--- config.mk ---
export PLATFORM = sky130hd
export DESIGN_NAME = e203_exu_disp_nch
export DESIGN_NICKNAME = d
export VERILOG_FILES = /design/src/rtl/e203_disp_pkg.sv /design/src/rtl/e203_disp_scoreboard.sv /design/src/rtl/e203_exu_disp_nch.sv
export SDC_FILE = /design/constraint.sdc
export NUM_CORES = 1
export LEC_CHECK = 0
export CORE_MARGIN = 1
export CORE_UTILIZATION = 43
export DETAILED_ROUTE_END_ITERATION = 8
export GPL_TIMING_DRIVEN = 0
export PLACE_DENSITY = 0.77
export SETUP_SLACK_MARGIN = 0.05
export SYNTH_ARGS = -nofsm -noshare
export SYNTH_HDL_FRONTEND = slang
export SYNTH_SLANG_ARGS = --single-unit
--- constraint.sdc ---
create_clock -name clk -period 6.21 [get_ports clk]
set_clock_uncertainty 0.15 [all_clocks]
set_input_delay 0.9315 -clock clk [delete_from_list [all_inputs] [get_ports clk]]
set_output_delay 0.9315 -clock clk [all_outputs]
set_load 0.02 [all_outputs]
--- src/rtl/e203_disp_pkg.sv ---
// e203_disp_pkg
// Shared definitions for the N-channel EXU dispatch stage:
//   - functional-unit channel indexes (bit positions in the one-hot channel vectors)
//   - default long-pipe channel mask (only the LSU is long-pipe)
//   - dispatch FSM state encoding
package e203_disp_pkg;

    localparam int CH_ALU    = 0;
    localparam int CH_LSU    = 1;
    localparam int CH_MULDIV = 2;

    localparam logic [2:0] LONGP_MASK_DEF = 3'b010;

    typedef enum logic [1:0] {
        ST_RUN   = 2'd0,
        ST_DRAIN = 2'd1,
        ST_HALT  = 2'd2
    } disp_state_e;

endpackage

--- src/rtl/e203_disp_scoreboard.sv ---
// e203_disp_scoreboard
// Tracks the destination registers of long-pipe instructions that have issued
// but have not yet written back.
// Ports:
//   clk, rst             clock and synchronous active-high reset
//   rs1en/rs1idx, rs2en/rs2idx, rdwen/rdidx
//                        operands of the held instruction; dep flags RAW/WAW hazards
//   alloc                a long-pipe instruction issues this cycle (uses rdwen/rdidx)
//   wbck_valid/rdwen/rdidx
//                        oldest long-pipe entry retires
//   lp_full              outstanding count has reached LP_DEPTH
//   lp_empty             nothing outstanding
//   itag                 tag handed to the next allocated entry
module e203_disp_scoreboard #(
    parameter int RFIDX_W  = 5,
    parameter int LP_DEPTH = 4,
    parameter int ITAG_W   = 2
) (
    input  logic               clk,
    input  logic               rst,
    input  logic               rs1en,
    input  logic [RFIDX_W-1:0] rs1idx,
    input  logic               rs2en,
    input  logic [RFIDX_W-1:0] rs2idx,
    input  logic               rdwen,
    input  logic [RFIDX_W-1:0] rdidx,
    output logic               dep,
    input  logic               alloc,
    input  logic               wbck_valid,
    input  logic               wbck_rdwen,
    input  logic [RFIDX_W-1:0] wbck_rdidx,
    output logic               lp_full,
    output logic               lp_empty,
    output logic [ITAG_W-1:0]  itag
);

    localparam int NREG  = 1 << RFIDX_W;
    localparam int CNT_W = ITAG_W + 1;

    logic [NREG-1:0]   sb_q;
    logic [NREG-1:0]   sb_set;
    logic [NREG-1:0]   sb_clr;
    logic [CNT_W-1:0]  cnt_q;
    logic [ITAG_W-1:0] itag_q;
    logic              dec;

    // NOTE: every signal driven in always_comb gets a default first, so no
    // path through the block leaves it unassigned and no latch is inferred.
    always_comb begin
        sb_set = '0;
        sb_clr = '0;
        // x0 is hardwired, so it never becomes busy.
        if (alloc && rdwen && (rdidx != '0)) sb_set[rdidx] = 1'b1;
        if (wbck_valid && wbck_rdwen)        sb_clr[wbck_rdidx] = 1'b1;
    end

    // A writeback at count 0 has nothing to retire and is ignored.
    assign dec = wbck_valid && (cnt_q != '0);

    // NOTE: sequential state is written with non-blocking assignments only, so
    // every flop samples the pre-edge values regardless of block ordering.
    always_ff @(posedge clk) begin
        if (rst) begin
            sb_q   <= '0;
            cnt_q  <= '0;
            itag_q <= '0;
        end else begin
            sb_q <= (sb_q & ~sb_clr) | sb_set;
            if (alloc && !dec)      cnt_q <= cnt_q + CNT_W'(1);
            else if (!alloc && dec) cnt_q <= cnt_q - CNT_W'(1);
            if (alloc) itag_q <= itag_q + ITAG_W'(1);
        end
    end

    // Lookups use registered state only: a writeback clears its bit for the
    // following cycle, not the current one.
    assign dep      = (rs1en && sb_q[rs1idx]) || (rs2en && sb_q[rs2idx]) || (rdwen && sb_q[rdidx]);
    assign lp_full  = (cnt_q >= CNT_W'(LP_DEPTH));
    assign lp_empty = (cnt_q == '0);
    assign itag     = itag_q;

endmodule

--- src/rtl/e203_exu_disp_nch.sv ---
// e203_exu_disp_nch
// N-channel dispatch stage: holds one decoded instruction and issues it to the
// one-hot selected functional-unit channel once it is free of register hazards,
// fence ordering and long-pipe capacity limits. A drain FSM sequences WFI halt.
// Ports:
//   disp_i_*      upstream instruction and valid/ready handshake
//   disp_o_*      per-channel valid/ready plus registered operands, dest and itag
//   lp_wbck_*     long-pipe writeback (retires the oldest outstanding entry)
//   wfi_halt_*    WFI halt request/acknowledge
//   lp_empty      no long-pipe instruction outstanding
//   stall_cnt     saturating count of cycles a held instruction waited on a hazard
module e203_exu_disp_nch
    import e203_disp_pkg::*;
#(
    parameter int             NCH        = 3,
    parameter int             XLEN       = 32,
    parameter int             RFIDX_W    = 5,
    parameter int             LP_DEPTH   = 4,
    parameter int             ITAG_W     = 2,
    parameter logic [NCH-1:0] LONGP_MASK = NCH'(LONGP_MASK_DEF),
    parameter int             STALLCNT_W = 16
) (
    input  logic                  clk,
    input  logic                  rst,
    input  logic                  disp_i_valid,
    output logic                  disp_i_ready,
    input  logic [NCH-1:0]        disp_i_ch,
    input  logic                  disp_i_rs1en,
    input  logic                  disp_i_rs2en,
    input  logic                  disp_i_rdwen,
    input  logic [RFIDX_W-1:0]    disp_i_rs1idx,
    input  logic [RFIDX_W-1:0]    disp_i_rs2idx,
    input  logic [RFIDX_W-1:0]    disp_i_rdidx,
    input  logic [XLEN-1:0]       disp_i_rs1,
    input  logic [XLEN-1:0]       disp_i_rs2,
    input  logic                  disp_i_fence,
    output logic [NCH-1:0]        disp_o_valid,
    input  logic [NCH-1:0]        disp_o_ready,
    output logic [XLEN-1:0]       disp_o_rs1,
    output logic [XLEN-1:0]       disp_o_rs2,
    output logic                  disp_o_rdwen,
    output logic [RFIDX_W-1:0]    disp_o_rdidx,
    output logic [ITAG_W-1:0]     disp_o_itag,
    input  logic                  lp_wbck_valid,
    input  logic                  lp_wbck_rdwen,
    input  logic [RFIDX_W-1:0]    lp_wbck_rdidx,
    input  logic                  wfi_halt_req,
    output logic                  wfi_halt_ack,
    output logic                  lp_empty,
    output logic [STALLCNT_W-1:0] stall_cnt
);

    disp_state_e state_q, state_d;

    logic                  held_q;
    logic [NCH-1:0]        ch_q;
    logic                  rs1en_q, rs2en_q, rdwen_q, fence_q;
    logic [RFIDX_W-1:0]    rs1idx_q, rs2idx_q, rdidx_q;
    logic [XLEN-1:0]       rs1_q, rs2_q;
    logic [STALLCNT_W-1:0] stall_q;

    logic dep, lp_full, longp, go, fire, load;

    e203_disp_scoreboard #(
        .RFIDX_W  (RFIDX_W),
        .LP_DEPTH (LP_DEPTH),
        .ITAG_W   (ITAG_W)
    ) u_sb (
        .clk        (clk),
        .rst        (rst),
        .rs1en      (rs1en_q),
        .rs1idx     (rs1idx_q),
        .rs2en      (rs2en_q),
        .rs2idx     (rs2idx_q),
        .rdwen      (rdwen_q),
        .rdidx      (rdidx_q),
        .dep        (dep),
        .alloc      (fire && longp),
        .wbck_valid (lp_wbck_valid),
        .wbck_rdwen (lp_wbck_rdwen),
        .wbck_rdidx (lp_wbck_rdidx),
        .lp_full    (lp_full),
        .lp_empty   (lp_empty),
        .itag       (disp_o_itag)
    );

    assign longp        = |(ch_q & LONGP_MASK);
    assign go           = held_q && !dep && (!fence_q || lp_empty) && (!longp || !lp_full);
    assign disp_o_valid = ch_q & {NCH{go}};
    assign fire         = go && |(ch_q & disp_o_ready);
    // Accepting while the held instruction fires keeps one issue per cycle.
    assign disp_i_ready = (state_q == ST_RUN) && (!held_q || fire);
    assign load         = disp_i_valid && disp_i_ready;

    always_ff @(posedge clk) begin
        if (rst) begin
            held_q  <= 1'b0;
            stall_q <= '0;
            state_q <= ST_RUN;
        end else begin
            if (load)      held_q <= 1'b1;
            else if (fire) held_q <= 1'b0;
            if (held_q && dep && !(&stall_q)) stall_q <= stall_q + STALLCNT_W'(1);
            state_q <= state_d;
        end
    end

    // NOTE: the payload registers are qualified by held_q, so they carry no
    // reset; a reset only has to clear the valid bit.
    always_ff @(posedge clk) begin
        if (load) begin
            ch_q     <= disp_i_ch;
            rs1en_q  <= disp_i_rs1en;
            rs2en_q  <= disp_i_rs2en;
            rdwen_q  <= disp_i_rdwen;
            rs1idx_q <= disp_i_rs1idx;
            rs2idx_q <= disp_i_rs2idx;
            rdidx_q  <= disp_i_rdidx;
            fence_q  <= disp_i_fence;
            rs1_q    <= (disp_i_rs1idx == '0) ? '0 : disp_i_rs1;
            rs2_q    <= (disp_i_rs2idx == '0) ? '0 : disp_i_rs2;
        end
    end

    always_comb begin
        state_d = state_q;
        unique case (state_q)
            ST_RUN:   if (wfi_halt_req) state_d = ST_DRAIN;
            ST_DRAIN: begin
                if (!wfi_halt_req)              state_d = ST_RUN;
                else if (!held_q && lp_empty)   state_d = ST_HALT;
            end
            ST_HALT:  if (!wfi_halt_req) state_d = ST_RUN;
            default:  state_d = ST_RUN;
        endcase
    end

    assign wfi_halt_ack = (state_q == ST_HALT);
    assign disp_o_rs1   = rs1_q;
    assign disp_o_rs2   = rs2_q;
    assign disp_o_rdwen = rdwen_q;
    assign disp_o_rdidx = rdidx_q;
    assign stall_cnt    = stall_q;

endmodule
==> impl_metrics.env, run 1 <==
export IMPL_seq_area_frac_synth_pct=57.70
export IMPL_post_cts_buffers=0
export IMPL_grt_max_degree=38
export IMPL_synth_seq_cells=142
export IMPL_num_antenna_cells=0
export IMPL_whs_endpoint="state_q[0]"
export IMPL_ir_drop_mv=0.2019
export IMPL_wirelength_um=17850
export IMPL_tightestPinTransition_ns=0.6516
export IMPL_syn_inst=530
export IMPL_wl_per_cell_um=18.99
export IMPL_antenna_found_initial=0
export IMPL_vias=5304
export IMPL_end_kind="primary output"
export IMPL_power_w=0.002657
export IMPL_ant_nets=0
export IMPL_ys_dominant_reg_cell="edfxtp_1"
export IMPL_finalCritPeriodShare_pct=83.30
export IMPL_critPathKind="reg2out"
export IMPL_place_inst=908
export IMPL_rsz0062_at_grt="false"
export IMPL_cts_hold_buf=0
export IMPL_critPathMaxFanout=10
export IMPL_initial_core_util_pct=44.16
export IMPL_avgSynthCellArea_um2=12.11
export IMPL_yosys_top_cells_count="86 x edfxtp_1, 73 x nor2b_1, 56 x dfxtp_1, 37 x o21ai_0, 31 x nand2_1"
export IMPL_p_comb_share_pct=17.0
export IMPL_swShare_pct=24.65
export IMPL_relSlewSlack_pct=56.56
export IMPL_cts_tree="done"
export IMPL_final_nets=846
export IMPL_die_h_um=124.2
export IMPL_core_rowCount=44
export IMPL_overflow=0
export IMPL_r2r_slack_ns=1.82
export IMPL_synth_area_leader_cell="edfxtp_1"
export IMPL_dp_hpwl_um=13280
export IMPL_powerDensity_nw_per_um2=287.4
export IMPL_syn_nets=633
export IMPL_finalSetupTns_ns=0
export IMPL_clockBufferDepth=2
export IMPL_synth_most_common_cell="edfxtp_1"
export IMPL_hold_path_class="reg2reg"
export IMPL_vias_per_cell=5.643
export IMPL_internal_power_w=0.002002
export IMPL_gp_congestion=0.9702
export IMPL_clk_pin_slew_ns=0.06
export IMPL_required_ns=5.13
export IMPL_core_area_um2=14530
export IMPL_grtUsageTotal_pct=23.85
export IMPL_root_buffer="clkbuf_16"
export IMPL_ys_warn_count=0
export IMPL_arrival_ns=4.09
export IMPL_crit_chain="clkbuf_1 > mux2i_1 > o22ai_1 > nor4_1 > o22ai_1 > nor3_4 > buf_2 > a21boi_0 > nor3_1 > clkdlybuf4s50_1"
export IMPL_fmax_mhz=193.3
export IMPL_switching_power_w=0.0006550
export IMPL_worstHoldPathCells=1
export IMPL_seqPwrFrac_pct=42.0
export IMPL_worstSkewPairLatency_ns=0.42
export IMPL_reg2reg_to="disp_o_rdidx[2]"
export IMPL_cpMaxStageDelayCell="clkdlybuf4s50_1"
export IMPL_drc=0
export IMPL_async_flop_share_pct=0
export IMPL_utilization_pct=63.61
export IMPL_min_period_ns=5.173
export IMPL_first_pass_iters=5
export IMPL_numCtsBuffers=17
export IMPL_fill_cells=1123
export IMPL_fp_dieW_um=124.2
export IMPL_synth_area_leaders="edfxtp_1 40%, dfxtp_1 17%, nor2b_1 7.1%, mux4_2 5.6%, mux2i_1 3.6%"
export IMPL_drtIter0Drc=341
export IMPL_io_pin_count=194
export IMPL_areaGrowthSynthToFinish_pct=44.04
export IMPL_grt_first_pass_wirelength_um=27230
export IMPL_cts_resized=0
export IMPL_setup_viol=0
export IMPL_crit_path_start_kind="flop"
export IMPL_path_delay_family="buffers and inverters"
export IMPL_slowest_delay_ns=0.64
export IMPL_synth_cell_type_count=55
export IMPL_r2r_cells=11
export IMPL_finalMaxSlewViolations=0
export IMPL_cts_htree_levels=4
export IMPL_hold_violations=0
export IMPL_die_area_um2=15420
export IMPL_p_clk_share_pct=41.0
export IMPL_r2r_start="disp_o_rdidx[0]"
export IMPL_cts_sinks=142
export IMPL_hp_start="state_q[1]"
export IMPL_crit_top_cell="o22ai_1"
export IMPL_leakagePower_nw=3.162
export IMPL_cap_violations=0
export IMPL_synth_edff_count=86
export IMPL_drive_above_1_share_pct=8.333
export IMPL_numPortBuffers=192
export IMPL_whs_ns=0.3556
export IMPL_yosys_area_top_type_share_pct=40.23
export IMPL_status="completed"
export IMPL_finalNonFillerCells=940
export IMPL_grt_pass1_vias=5234
export IMPL_worst_path_buf_inv=3
export IMPL_synthesis_area_um2=6419
## cell families (layout without fill, tap and decap cells)
family	after synthesis	in the layout	synth area share, %
compound gates	101	101	10.10
simple gates	208	208	19.40
mux	42	42	9.727
buf+inv	31	257	1.969
xor+xnor	3	3	0.4094
flops	142	142	57.70
fa+ha+maj	3	3	0.7017
## registers in the layout (all words and copies together) (netlist names), 3 cells and up
| name | flops |
|---|---|
| u_sb.cnt_q | 3 |
| disp_o_rdidx | 5 |
| rs2idx_q | 5 |
| u_sb.sb_q | 32 |
| stall_cnt | 16 |
| ch_q | 3 |
| rs1idx_q | 5 |
| disp_o_rs2 | 32 |
| disp_o_rs1 | 32 |
## through the flow
stage	worst slack, ns	instance area, um2
after floorplan	1.133	6421
after global placement	-0.2521	8573
after detailed placement	1.487	8618
after CTS	1.020	9245
after global routing	0.7932	9245
final	1.037	9245
## cell usage in the layout (no fill, tap or decap), drive strengths merged, types with 9 or more instances in the layout
master / count
clkdlybuf4s50: 192
edfxtp: 86
nor2b: 73
dfxtp: 56
o21ai: 37
clkbuf: 36
nand2: 31
nand3: 24
mux2i: 23
a21oi: 16
mux4: 16
o211ai: 16
nor2: 15
o31ai: 11
or4: 11
o22ai: 9
## power by group through the flow
stage | logic (W) | clock network [W] | registers, W
6_report | 0.000453 | 0.00109 | 0.00112
5_1_grt | 0.000479 | 0.00114 | 0.00112
4_1_cts | 0.000456 | 0.00110 | 0.00112
3_5_place_dp | 0.000451 | 0 | 0.00114
3_3_place_gp | 0.000430 | 0 | 0.00114
2_1_floorplan | 0.000162 | 0 | 0.00119
## cell type report
| class | instances | area, um2 | area share, % |
|---|---|---|---|
| flip-flops and latches | 142 | 3704 | 40.06 |
| inverters | 7 | 26.28 | 0.2842 |
| repair buffers | 194 | 1962 | 21.22 |
| clock buffers | 18 | 429.2 | 4.642 |
| multi-input cells | 357 | 2596 | 28.08 |
| clock inverters | 14 | 197.7 | 2.138 |
| well taps | 184 | 230.2 | 2.490 |
| plain buffers | 24 | 100.1 | 1.083 |
## routing by layer
metal  up-vias  global-route usage (%)  wire length, um
met3        42                   9.020             1818
li1       2445                       -                -
met1      2537                   26.68             6486
met4         0                   9.301              450
met5         -                       0                0
met2       280                   40.88             9097
## how the worst max path moves through the flow
| stage | start | slack (ns) | end | cells past startpoint |
|---|---|---|---|---|
| after CTS | rs1idx_q[0] | 1.02 | disp_i_ready | 10 |
| after detailed placement | rs1idx_q[0] | 1.49 | disp_i_ready | 10 |
| after global routing | rs1idx_q[0] | 0.79 | disp_i_ready | 10 |
| after global placement | rs1idx_q[0] | -0.25 | disp_o_rdidx[4] | 9 |
| after floorplan | rs1idx_q[0] | 1.13 | ch_q[0] | 9 |
| final | disp_o_rdidx[0] | 1.04 | disp_i_ready | 10 |
Power figures use the tool's default switching activity.
==> run 2: changes to the inputs <==
--- a/config.mk
+++ b/config.mk
@@ -6,10 +6,10 @@
 export NUM_CORES = 1
 export LEC_CHECK = 0
 export CORE_MARGIN = 1
-export CORE_UTILIZATION = 43
+export CORE_UTILIZATION = 44
 export DETAILED_ROUTE_END_ITERATION = 8
 export GPL_TIMING_DRIVEN = 0
-export PLACE_DENSITY = 0.77
+export PLACE_DENSITY = 0.76
 export SETUP_SLACK_MARGIN = 0.05
 export SYNTH_ARGS = -nofsm -noshare
 export SYNTH_HDL_FRONTEND = slang
==> constraint.sdc (replaced) <==
create_clock -name clk -period 4.9 [get_ports clk]
set_clock_uncertainty 0.15 [all_clocks]
set_input_delay 0.735 -clock clk [delete_from_list [all_inputs] [get_ports clk]]
set_output_delay 0.735 -clock clk [all_outputs]
set_load 0.02 [all_outputs]
==> impl_metrics.env, run 2 (synthesized netlist as in run 1, its figures left out) <==
export IMPL_hold_path_class="reg2reg"
export IMPL_antenna_found_initial=0
export IMPL_crit_chain="clkbuf_1 > mux4_2 > nor2b_1 > a2111oi_4 > nor3_4 > nor3_4 > buf_2 > a21boi_0 > nor3_1 > clkdlybuf4s50_1"
export IMPL_cts_hold_buf=0
export IMPL_grt_pass1_vias=5116
export IMPL_wirelength_um=17610
export IMPL_end_kind="primary output"
export IMPL_cts_tree="done"
export IMPL_worstSkewPairLatency_ns=0.42
export IMPL_utilization_pct=65.49
export IMPL_grt_first_pass_wirelength_um=26930
export IMPL_io_pin_count=194
export IMPL_relSlewSlack_pct=63.19
export IMPL_hold_violations=0
export IMPL_overflow=0
export IMPL_finalWorstSetupSlack_ns=0.3138
export IMPL_cpMaxStageDelayCell="clkdlybuf4s50_1"
export IMPL_grtUsageTotal_pct=24.27
export IMPL_finalSetupTns_ns=0
export IMPL_drive_above_1_share_pct=8.851
export IMPL_numPortBuffers=192
export IMPL_dp_hpwl_um=12810
export IMPL_slowest_delay_ns=0.65
export IMPL_gp_congestion=0.8893
export IMPL_drtIter0Drc=369
export IMPL_crit_top_cell="nor3_4"
export IMPL_design_area_um2=9196
export IMPL_ir_drop_mv=0.2542
export IMPL_finalCritPeriodShare_pct=93.60
export IMPL_fill_cells=1091
export IMPL_critPathMaxFanout=10
export IMPL_first_pass_iters=6
export IMPL_leakagePower_nw=3.145
export IMPL_die_area_um2=15070
export IMPL_pre_cts_ws_ns=0.2763
export IMPL_root_buffer="clkbuf_16"
export IMPL_power_w=0.003211
export IMPL_cts_htree_levels=4
export IMPL_clk_pin_slew_ns=0.06
export IMPL_powerDensity_nw_per_um2=349.2
export IMPL_core_area_um2=14040
export IMPL_path_delay_family="buffers and inverters"
export IMPL_num_antenna_cells=0
export IMPL_setup_viol=0
export IMPL_fp_dieW_um=122.8
export IMPL_vias=5269
export IMPL_cts_sinks=142
export IMPL_status="completed"
export IMPL_rsz0062_at_grt="false"
export IMPL_drc=0
export IMPL_cap_violations=0
export IMPL_core_rowCount=43
export IMPL_place_area_um2=8613
export IMPL_critPathKind="reg2out"
export IMPL_arrival_ns=3.70
export IMPL_tightestPinTransition_ns=0.5480
export IMPL_worst_path_buf_inv=3
export IMPL_finalMaxSlewViolations=0
export IMPL_numCtsBuffers=17
export IMPL_die_h_um=122.8
export IMPL_min_period_ns=4.586
export IMPL_final_cell_mix="192 x clkdlybuf4s50_1, 86 x edfxtp_1, 72 x nor2b_1"
export IMPL_initial_core_util_pct=45.71
export IMPL_final_nets=848
export IMPL_crit_path_start_kind="flop"
export IMPL_clockBufferDepth=2
export IMPL_ant_nets=0
export IMPL_fmax_mhz=218.0
export IMPL_wl_per_cell_um=18.79
export IMPL_grt_max_degree=37
export IMPL_required_ns=4.01
export IMPL_vias_per_cell=5.623
export IMPL_layout_commonest_cell="clkdlybuf4s50_1"
export IMPL_areaGrowthSynthToFinish_pct=43.27
run 2: cell types whose count changed in the layout (fill, tap and decap cells not counted), moves of 2 or more:
cell | previous run | this run
bufinv_16 | 5 | 2
clkinv_4 | 1 | 3
clkbuf_1 | 18 | 16
buf_4 | 1 | 4
run 2: power breakdown:
| group | total (W) | internal, W | leakage [nW] | switching (W) |
|---|---|---|---|---|
| registers | 0.00142 | 0.00137 | 1.27 | 0.0000465 |
| clock network | 0.00122 | 0.000737 | 0.263 | 0.000484 |
| logic | 0.000571 | 0.000276 | 1.62 | 0.000295 |
| total | 0.00321 | 0.00239 | 3.14 | 0.000826 |
run 2: what timing repair did:
| item | CTS | global route |
|---|---|---|
| setup buffers | 3 | 0 |
| pin swaps | 1 | 0 |
| setup endpoints to repair | 1 | 1 |
| gates resized for setup | 1 | 2 |
run 2: layout make-up:
| type | count | area [um2] | share of cell area [%] |
|---|---|---|---|
| Buffer | 23 | 100.1 | 1.088 |
| Clock buffer | 18 | 429.2 | 4.667 |
| Clock inverter | 13 | 125.1 | 1.361 |
| Inverter | 7 | 26.28 | 0.2857 |
| Multi-Input combinational cell | 357 | 2603 | 28.30 |
| Sequential cell | 142 | 3704 | 40.27 |
| Tap cell | 180 | 225.2 | 2.449 |
| Timing Repair Buffer | 197 | 1984 | 21.58 |
run 2: worst paths after layout:
| path | from | to | slack, ns | depth (start not counted) |
|---|---|---|---|---|
| worst max register to register | rs1idx_q[1] | u_sb.cnt_q[2] | 1.04 | 12 |
| worst max-delay path | rs2idx_q[1] | disp_i_ready | 0.31 | 10 |
| worst min register to register | u_sb.sb_q[0] | u_sb.sb_q[0] | 0.34 | 2 |
| worst min-delay path | u_sb.sb_q[0] | u_sb.sb_q[0] | 0.34 | 2 |
run 2: worst min-delay path, delay by kind of cell (launching register included):
kind            cells  cell delay, ns
flops               1            0.34
compound gates      1            0.03
simple gates        1            0.07
run 2: metrics by stage:
| step | std cells | hold WS (ns) |
|---|---|---|
| global route | 937 | 0.3727 |
| finish | 937 | 0.3409 |
| floorplan | 530 | 0.2815 |
| detailed placement | 904 | 0.3233 |
| global placement | 902 | 0.3192 |
| CTS | 937 | 0.3321 |
run 2: routing by layer:
layer / wire length [um] / global-route usage [%] / share of wire [%] / up-vias
met5: 0 / 0 / 0 / -
li1: - / - / - / 2441
met4: 536 / 11.66 / 3.0 / 0
met2: 8573 / 39.92 / 49 / 284
met1: 6734 / 27.93 / 38 / 2498
met3: 1765 / 8.875 / 10 / 46
==> run 3: changes to the inputs <==
--- a/config.mk
+++ b/config.mk
@@ -11,6 +11,7 @@
 export GPL_TIMING_DRIVEN = 0
 export PLACE_DENSITY = 0.76
 export SETUP_SLACK_MARGIN = 0.05
+export SKIP_CTS_REPAIR_TIMING = 1
 export SYNTH_ARGS = -nofsm -noshare
 export SYNTH_HDL_FRONTEND = slang
 export SYNTH_SLANG_ARGS = --single-unit
==> impl_metrics.env, run 3 (synthesized netlist as in run 1, its figures left out) <==
export IMPL_overflow=0
export IMPL_hold_path_class="reg2reg"
export IMPL_io_pin_count=194
export IMPL_core_area_um2=14040
export IMPL_drive_above_1_share_pct=8.851
export IMPL_numPortBuffers=192
export IMPL_r2r_cells=12
export IMPL_root_buffer="clkbuf_16"
export IMPL_drc=0
export IMPL_vias_per_cell=5.607
export IMPL_leakagePower_nw=3.145
export IMPL_grt_first_pass_wirelength_um=26910
export IMPL_numCtsBuffers=17
export IMPL_grtUsageTotal_pct=24.24
export IMPL_final_nets=848
export IMPL_areaGrowthSynthToFinish_pct=43.27
export IMPL_cts_tree="done"
export IMPL_cts_sinks=142
export IMPL_fill_cells=1093
export IMPL_top_layer="met4"
export IMPL_utilization_pct=65.49
export IMPL_wirelength_um=17550
export IMPL_clockBufferDepth=2
export IMPL_relSlewSlack_pct=62.79
export IMPL_clk_pin_slew_ns=0.06
export IMPL_grt_max_degree=37
export IMPL_first_pass_iters=5
export IMPL_arrival_ns=3.70
export IMPL_num_antenna_cells=0
export IMPL_worstHoldPathCells=2
export IMPL_tightestPinTransition_ns=0.5539
export IMPL_reg2reg_to="u_sb.cnt_q[2]"
export IMPL_ant_nets=0
export IMPL_cap_violations=0
export IMPL_rsz0062_at_grt="false"
export IMPL_grt_pass1_vias=5106
export IMPL_met3_wirelength_um=1653
export IMPL_gp_congestion=0.8893
export IMPL_status="completed"
export IMPL_hold_violations=0
export IMPL_critPathMaxFanout=10
export IMPL_r2r_start="rs1idx_q[1]"
export IMPL_final_cell_mix="192 x clkdlybuf4s50_1, 86 x edfxtp_1, 72 x nor2b_1"
export IMPL_cts_htree_levels=4
export IMPL_whs_endpoint="u_sb.sb_q[0]"
export IMPL_power_w=0.003211
export IMPL_min_period_ns=4.587
export IMPL_vias=5254
export IMPL_setup_viol=0
export IMPL_initial_core_util_pct=45.71
export IMPL_end_kind="primary output"
export IMPL_wl_met2_um=8548
export IMPL_die_area_um2=15070
export IMPL_dp_hpwl_um=12810
export IMPL_wl_per_cell_um=18.73
export IMPL_powerDensity_nw_per_um2=349.2
export IMPL_finalMaxSlewViolations=0
export IMPL_die_h_um=122.8
export IMPL_finalSetupTns_ns=0
export IMPL_core_rowCount=43
export IMPL_worstSkewPairLatency_ns=0.42
export IMPL_critPathKind="reg2out"
export IMPL_required_ns=4.01
export IMPL_hp_start="u_sb.sb_q[0]"
export IMPL_drtIter0Drc=374
export IMPL_fp_dieW_um=122.8
export IMPL_wl_met1_um=6800
export IMPL_antenna_found_initial=0
export IMPL_finalWorstSetupSlack_ns=0.3133
export IMPL_pre_cts_ws_ns=0.2763
export IMPL_finalCritPeriodShare_pct=93.61
export IMPL_ir_drop_mv=0.2559
export IMPL_crit_path_start_kind="flop"
export IMPL_fmax_mhz=218.0
export IMPL_layout_commonest_cell="clkdlybuf4s50_1"
export IMPL_r2r_slack_ns=1.04
run 3: cell counts in the layout (fill, tap and decap cells not counted):
No cell type changed its count.
run 3: how the worst max path moves through the flow:
stage                               start               to  cells past startpoint
after CTS                     rs1idx_q[0]     disp_i_ready                     10
after detailed placement      rs1idx_q[0]     disp_i_ready                     10
after global placement        rs1idx_q[0]  disp_o_rdidx[4]                      9
after global routing      disp_o_rdidx[0]     disp_i_ready                     10
after floorplan               rs1idx_q[0]          ch_q[0]                      9
final                         rs2idx_q[1]     disp_i_ready                     10
run 3: routing by layer:
layer	global-route usage [%]	vias up
li1	-	2442
met3	8.550	43
met4	12.12	0
met1	27.86	2493
met2	39.92	276
met5	0	-
run 3: power breakdown:
group,internal [W],total [W],switching [W]
sequential,0.00137,0.00142,0.0000461
combinational,0.000276,0.000571,0.000295
clock,0.000737,0.00122,0.000485
run 3: layout make-up:
| type | instances | area [um2] | area share [%] |
|---|---|---|---|
| Clock buffer | 18 | 429.2 | 4.667 |
| Multi-Input combinational cell | 357 | 2603 | 28.30 |
| Clock inverter | 13 | 125.1 | 1.361 |
| Buffer | 23 | 100.1 | 1.088 |
| Tap cell | 180 | 225.2 | 2.449 |
| Timing Repair Buffer | 197 | 1984 | 21.58 |
| Sequential cell | 142 | 3704 | 40.27 |
| Inverter | 7 | 26.28 | 0.2857 |
run 3: per-stage QoR:
step	cells	instance area [um2]	hold slack, ns
6_report	937	9196	0.3406
5_1_grt	937	9196	0.3727
4_1_cts	935	9168	0.3321
3_5_place_dp	904	8613	0.3233
3_3_place_gp	902	8573	0.3192
2_1_floorplan	530	6426	0.2815
run 3: critical path, stage by stage (launching register included):
cell and delay (ns):
edfxtp_1 0.31, clkbuf_1 0.36, mux4_2 0.41, nor2b_1 0.18
a2111oi_4 0.37, nor3_4 0.12, nor3_4 0.21, buf_2 0.25
a21boi_0 0.23, nor3_1 0.19, clkdlybuf4s50_1 0.65
